==> src/rtl/cmp_pkg.sv <==
// rtl/cmp_pkg.sv - shared constants for the serial magnitude comparator
package cmp_pkg;

    localparam int CMP_WIDTH = 6;

    localparam logic [1:0] S_IDLE = 2'd0;
    localparam logic [1:0] S_SCAN = 2'd1;
    localparam logic [1:0] S_FIN  = 2'd2;

endpackage

==> src/rtl/cmp_bit_slice.sv <==
// rtl/cmp_bit_slice.sv - combinational one-bit magnitude comparator slice
module cmp_bit_slice (
    input  logic i1,
    input  logic i2,
    output logic lt,
    output logic eq,
    output logic gt
);

    // Plain truth table of a single bit pair
    always_comb begin
        lt = ~i1 & i2;
        gt = i1 & ~i2;
        eq = ~(i1 ^ i2);
    end

endmodule

==> src/rtl/cmp_serial_ctrl.sv <==
// rtl/cmp_serial_ctrl.sv - MSB-first serial unsigned comparator with start/busy/done handshake
import cmp_pkg::*;

module cmp_serial_ctrl #(
    parameter int WIDTH = CMP_WIDTH,
    parameter int CNT_W = $clog2(WIDTH)
) (
    input  logic             clk,
    input  logic             rst,
    input  logic             start,
    input  logic [WIDTH-1:0] a,
    input  logic [WIDTH-1:0] b,
    output logic             busy,
    output logic             done,
    output logic             lt,
    output logic             eq,
    output logic             gt,
    output logic [WIDTH-1:0] max_out,
    output logic [WIDTH-1:0] min_out
);

    logic [1:0]       r_state;
    logic [1:0]       w_next_state;
    logic [WIDTH-1:0] r_a;
    logic [WIDTH-1:0] r_b;
    logic [CNT_W-1:0] r_idx;
    logic             r_dec_lt;
    logic             r_dec_gt;
    logic             r_busy;
    logic             r_done;
    logic             r_lt;
    logic             r_eq;
    logic             r_gt;
    logic [WIDTH-1:0] r_max;
    logic [WIDTH-1:0] r_min;
    logic             w_bit_lt;
    logic             w_bit_eq;
    logic             w_bit_gt;
    logic             w_busy_nxt;
    logic             w_done_nxt;

    // The single shared slice looks at the currently indexed bit pair
    cmp_bit_slice u_slice (
        .i1 (r_a[r_idx]),
        .i2 (r_b[r_idx]),
        .lt (w_bit_lt),
        .eq (w_bit_eq),
        .gt (w_bit_gt)
    );

    // State register
    always_ff @(posedge clk) begin
        if (rst) begin
            r_state <= S_IDLE;
        end else begin
            r_state <= w_next_state;
        end
    end

    // Next state: scan ends at the first differing bit or after bit 0
    always_comb begin
        w_next_state = r_state;
        case (r_state)
            S_IDLE:  if (start) w_next_state = S_SCAN;
            S_SCAN:  if (!w_bit_eq || (r_idx == '0)) w_next_state = S_FIN;
            S_FIN:   w_next_state = S_IDLE;
            default: w_next_state = S_IDLE;
        endcase
    end

    // Handshake outputs are registered, so done lands in the cycle after FIN
    always_comb begin
        w_busy_nxt = (w_next_state == S_SCAN);
        w_done_nxt = (r_state == S_FIN);
    end

    // Operand capture, bit-index counter, scan decision and held results
    always_ff @(posedge clk) begin
        if (rst) begin
            r_a      <= '0;
            r_b      <= '0;
            r_idx    <= '0;
            r_dec_lt <= 1'b0;
            r_dec_gt <= 1'b0;
            r_busy   <= 1'b0;
            r_done   <= 1'b0;
            r_lt     <= 1'b0;
            r_eq     <= 1'b0;
            r_gt     <= 1'b0;
            r_max    <= '0;
            r_min    <= '0;
        end else begin
            r_busy <= w_busy_nxt;
            r_done <= w_done_nxt;
            case (r_state)
                S_IDLE: begin
                    if (start) begin
                        r_a   <= a;
                        r_b   <= b;
                        r_idx <= CNT_W'(WIDTH - 1);
                    end
                end
                S_SCAN: begin
                    if (w_bit_eq && (r_idx != '0)) begin
                        r_idx <= r_idx - CNT_W'(1);
                    end else begin
                        r_dec_lt <= w_bit_lt;
                        r_dec_gt <= w_bit_gt;
                    end
                end
                S_FIN: begin
                    r_lt  <= r_dec_lt;
                    r_gt  <= r_dec_gt;
                    r_eq  <= ~(r_dec_lt | r_dec_gt);
                    r_max <= r_dec_lt ? r_b : r_a;
                    r_min <= r_dec_lt ? r_a : r_b;
                end
                default: ;
            endcase
        end
    end

    assign busy    = r_busy;
    assign done    = r_done;
    assign lt      = r_lt;
    assign eq      = r_eq;
    assign gt      = r_gt;
    assign max_out = r_max;
    assign min_out = r_min;

endmodule

==> config.mk <==
export PLATFORM = sky130hd
export DESIGN_NAME = cmp_serial_ctrl
export DESIGN_NICKNAME = d
export VERILOG_FILES = /design/src/rtl/cmp_pkg.sv /design/src/rtl/cmp_bit_slice.sv /design/src/rtl/cmp_serial_ctrl.sv
export SDC_FILE = /design/constraint.sdc
export NUM_CORES = 1
export LEC_CHECK = 0
export BUFFER_PORTS_ARGS = -buffer_cell sky130_fd_sc_hd__clkbuf_2
export CORE_ASPECT_RATIO = 0.7
export CORE_MARGIN = 3
export CORE_UTILIZATION = 45
export DETAILED_ROUTE_END_ITERATION = 8
export PLACE_DENSITY_LB_ADDON = 0.05
export REMOVE_ABC_BUFFERS = 1
export SLEW_MARGIN = 20
export SYNTH_ARGS = -nofsm -noshare
export SYNTH_HDL_FRONTEND = slang
export SYNTH_SLANG_ARGS = --single-unit
==> constraint.sdc <==
create_clock -name clk -period 5 [get_ports clk]
set_input_delay 0.75 -clock clk [delete_from_list [all_inputs] [get_ports clk]]
set_output_delay 0.75 -clock clk [all_outputs]
set_load 0.005 [all_outputs]
==> out/results.ini <==
[setup_path]
critPathArrivalTime_ns=2.41
crit_type=reg2reg
critPathTopFamily=flip-flops
path_buf_inv=0
ff2ff_setup_slack_ns=2.80
critPathLaunchType=register
path_cells=mux2i_1 > nor2_1 > or3_1 > ha_1 > a21boi_1 > mux2i_1
cp.required_ns=5.21
critPathSlowestCell=dfxtp_1
crit_path_frequent_cell=mux2i_1
crit_path_end_kind=register
worstReg2RegStart=r_idx[1]
r2r-end=r_dec_lt
rr_worst_depth=6
critPathMaxFanout=8
crit_cells=6
slowest_delay_ns=0.54

[floorplan]
dieHeight_um=56.3
die_area_um2=4380
die_w_um=77.8
start_util_pct=49.3
io_pins=32
core_area_um2=3300
rows=17

[timing]
grt_setup_unrepaired=false
setup_viol=0
tightest_slew_ns=0.994
hold_viol_final=0
finalClockSkew_ns=0.00354
slew-limit-headroom_pct=33.4
drv_slew=0
max_freq_ghz=0.454
tns_ns=0
fin_crit_sh_pct=44.1
layout_min_cycle_time_ns=2.20

[layout]
area_growth_pct=15.0
fillCellCount=303
diodes=0
layout-drive-gt1-share_pct=18.4
final_nets=231
fin_util_pct=56.7

[synth]
avgSynthCellArea_um2=8.73
ys_types=28
yosysWarningCount=0
synth_top_area_share_pct=44.4
synth_area_um2=1620
synth_seq_area_share_pct=44.4
synth_top_area_cell=dfxtp_1
ys_top_cells_by_area=dfxtp_1 (44%), mux2i_1 (12%), nand2_1 (6.9%), a211oi_1 (5.5%), a21oi_1 (4.9%)
ys_ff_latch=36
syn_inst=186

[clock_network]
clockRootBuffer=clkbuf_8
clkSinkCount=36
clock_path_buffers=2
numCtsBuffers=5
cts-htree-levels=2
post-cts-setup-buffers=0
post_cts_resized=0
cts.clk_slew.worst_paths_ns=0.07
cts_hold_buf=0
clock_latency_ns=0.28
cts_tree=yes

[global_route]
grt_pass1_vias=1286
grt_usage_pct=18.3
grt_pass1_wl_um=6220
grt_max_degree=41
antenna_found_initial=0
grt.overflow.total=0

[power]
switching_share_pct=28.7
pwr-share-comb_pct=16.8
peakVddDrop_mv=0.136
power_frac_clock_pct=30.6
power_density_nw_per_um2=338
p_int_mw=0.450
p_leak_nw=0.701
p_sw_mw=0.181
p_seq_share_pct=52.6

[placement]
hpwl_um=2510
io_buffers=31
place.gp.congestion=0.804

[worst_hold_path]
min_to=lt
holdPathStages=2
hold_path_startpoint=lt
hp-class=reg2reg

[route]
viasPerCell=5.33
first_pass_iters=4
initialDrtViolationCount=57
post_drt_wl_per_cell_um=14.0
wl_um=3630
vias=1381
route.detailed.drc=0
drtAntennaViolNets=0

[job]
max_cap_viol_count=0

[run_status]
status=complete, no violations

-- sequential cells by signal, indices dropped and copies added, names as in the netlist, 2 cells and up --
signal   cells
r_state      2
min_out      6
r_b          6
r_a          6
max_out      6
r_idx        3
-- per-layer routing --
layer / vias to the layer above / GRT usage (%) / part of all wire [%]
met5: - / 0 / 0
met4: 0 / 7.11 / 1.0
met3: 4 / 4.97 / 4.8
met2: 32 / 29.5 / 47
met1: 646 / 23.3 / 47
li1: 699 / - / -
-- area by class of cell --
type	count	area, um^2	share of cell area [%]
repair buffers	32	163	8.71
multi-input cells	135	841	45.0
well taps	47	58.8	3.15
clock inverters	1	5.00	0.268
flip-flops and latches	36	721	38.6
clock buffers	6	72.6	3.88
inverters	2	7.51	0.402
-- power by group through the flow --
| stage | combinational, mW | clock (mW) | sequential [mW] |
|---|---|---|---|
| CTS | 0.106 | 0.197 | 0.332 |
| detailed placement | 0.106 | 0 | 0.338 |
| finish | 0.106 | 0.193 | 0.332 |
| global placement | 0.101 | 0 | 0.336 |
| floorplan | 0.0692 | 0 | 0.333 |
| global route | 0.121 | 0.212 | 0.336 |
-- worst register-to-register path: cells and delay by family, from the launching register on --
| family | cells | cell delay, ns |
|---|---|---|
| AND/OR/NAND/NOR | 2 | 0.42 |
| adder cells (fa/ha/maj) | 1 | 0.40 |
| flip-flops | 1 | 0.54 |
| AO/OA/AOI/OAI | 1 | 0.30 |
| multiplexers | 2 | 0.47 |
-- cells in the mapped netlist (all sizes together) --
cell type / instances
a41oi: 1
o31a: 1
nor3b: 1
a21oi: 16
a41o: 1
and4b: 1
nand4b: 1
a21boi: 1
a211oi: 12
nor2: 18
nand2: 30
buf: 6
o211ai: 1
a211o: 1
inv: 2
or3: 3
dfxtp: 36
ha: 4
nor3: 6
nand2b: 8
nor2b: 4
and2b: 1
or3b: 1
a31oi: 2
o21ai: 1
clkbuf: 7
mux2i: 20
-- placed cells by master (no fill, tap or decap) --
cell type	instances
a21oi_1	16
nand4b_1	1
ha_1	4
and4b_1	1
buf_4	1
clkbuf_2	31
a21boi_1	1
nor3b_2	1
o31a_1	1
inv_1	2
and2b_1	1
nor3_1	6
mux2i_1	20
or3_1	3
clkinv_2	1
a211oi_1	12
o211ai_1	1
a211o_1	1
a41o_1	1
a31oi_1	2
nand2_1	30
nand2b_1	8
or3b_1	1
o21ai_0	1
clkbuf_1	1
nor2_1	18
nor2b_1	4
clkbuf_8	5
a41oi_1	1
dfxtp_1	36
-- kinds of logic (layout without fill, tap and decap cells) --
logic type                 Yosys count  count (layout)  synth area share (%)
buffers and inverters               15              41                  3.85
adders and majority gates            4               4                  3.08
DFF                                 36              36                  44.4
and+or+nand+nor                     74              74                  21.6
AOI/OAI and AO/OA                   37              37                  14.7
muxes                               20              20                  12.3
-- worst max path at each step --
stage / startpoint / endpoint / slack (ns)
after floorplan: r_idx[1] / r_idx[2] / 3.06
after global placement: r_idx[0] / r_dec_gt / 2.97
after detailed placement: r_idx[1] / r_dec_lt / 2.82
after CTS: r_idx[1] / r_dec_lt / 2.80
after global routing: r_idx[1] / r_dec_lt / 2.61
final: r_idx[1] / r_dec_lt / 2.80
-- per-stage QoR --
stage / area [um^2] / setup WS [ns] / power [mW] / cells / hold WS [ns]
after floorplan: 1570 / 3.06 / 0.402 / 173 / 0.435
after global placement: 1790 / 2.97 / 0.437 / 252 / 0.437
after detailed placement: 1790 / 2.82 / 0.444 / 252 / 0.451
after CTS: 1870 / 2.80 / 0.634 / 259 / 0.461
after global routing: 1870 / 2.61 / 0.668 / 259 / 0.470
final: 1870 / 2.80 / 0.631 / 259 / 0.462
No activity file was read; power rests on OpenSTA's default activity.
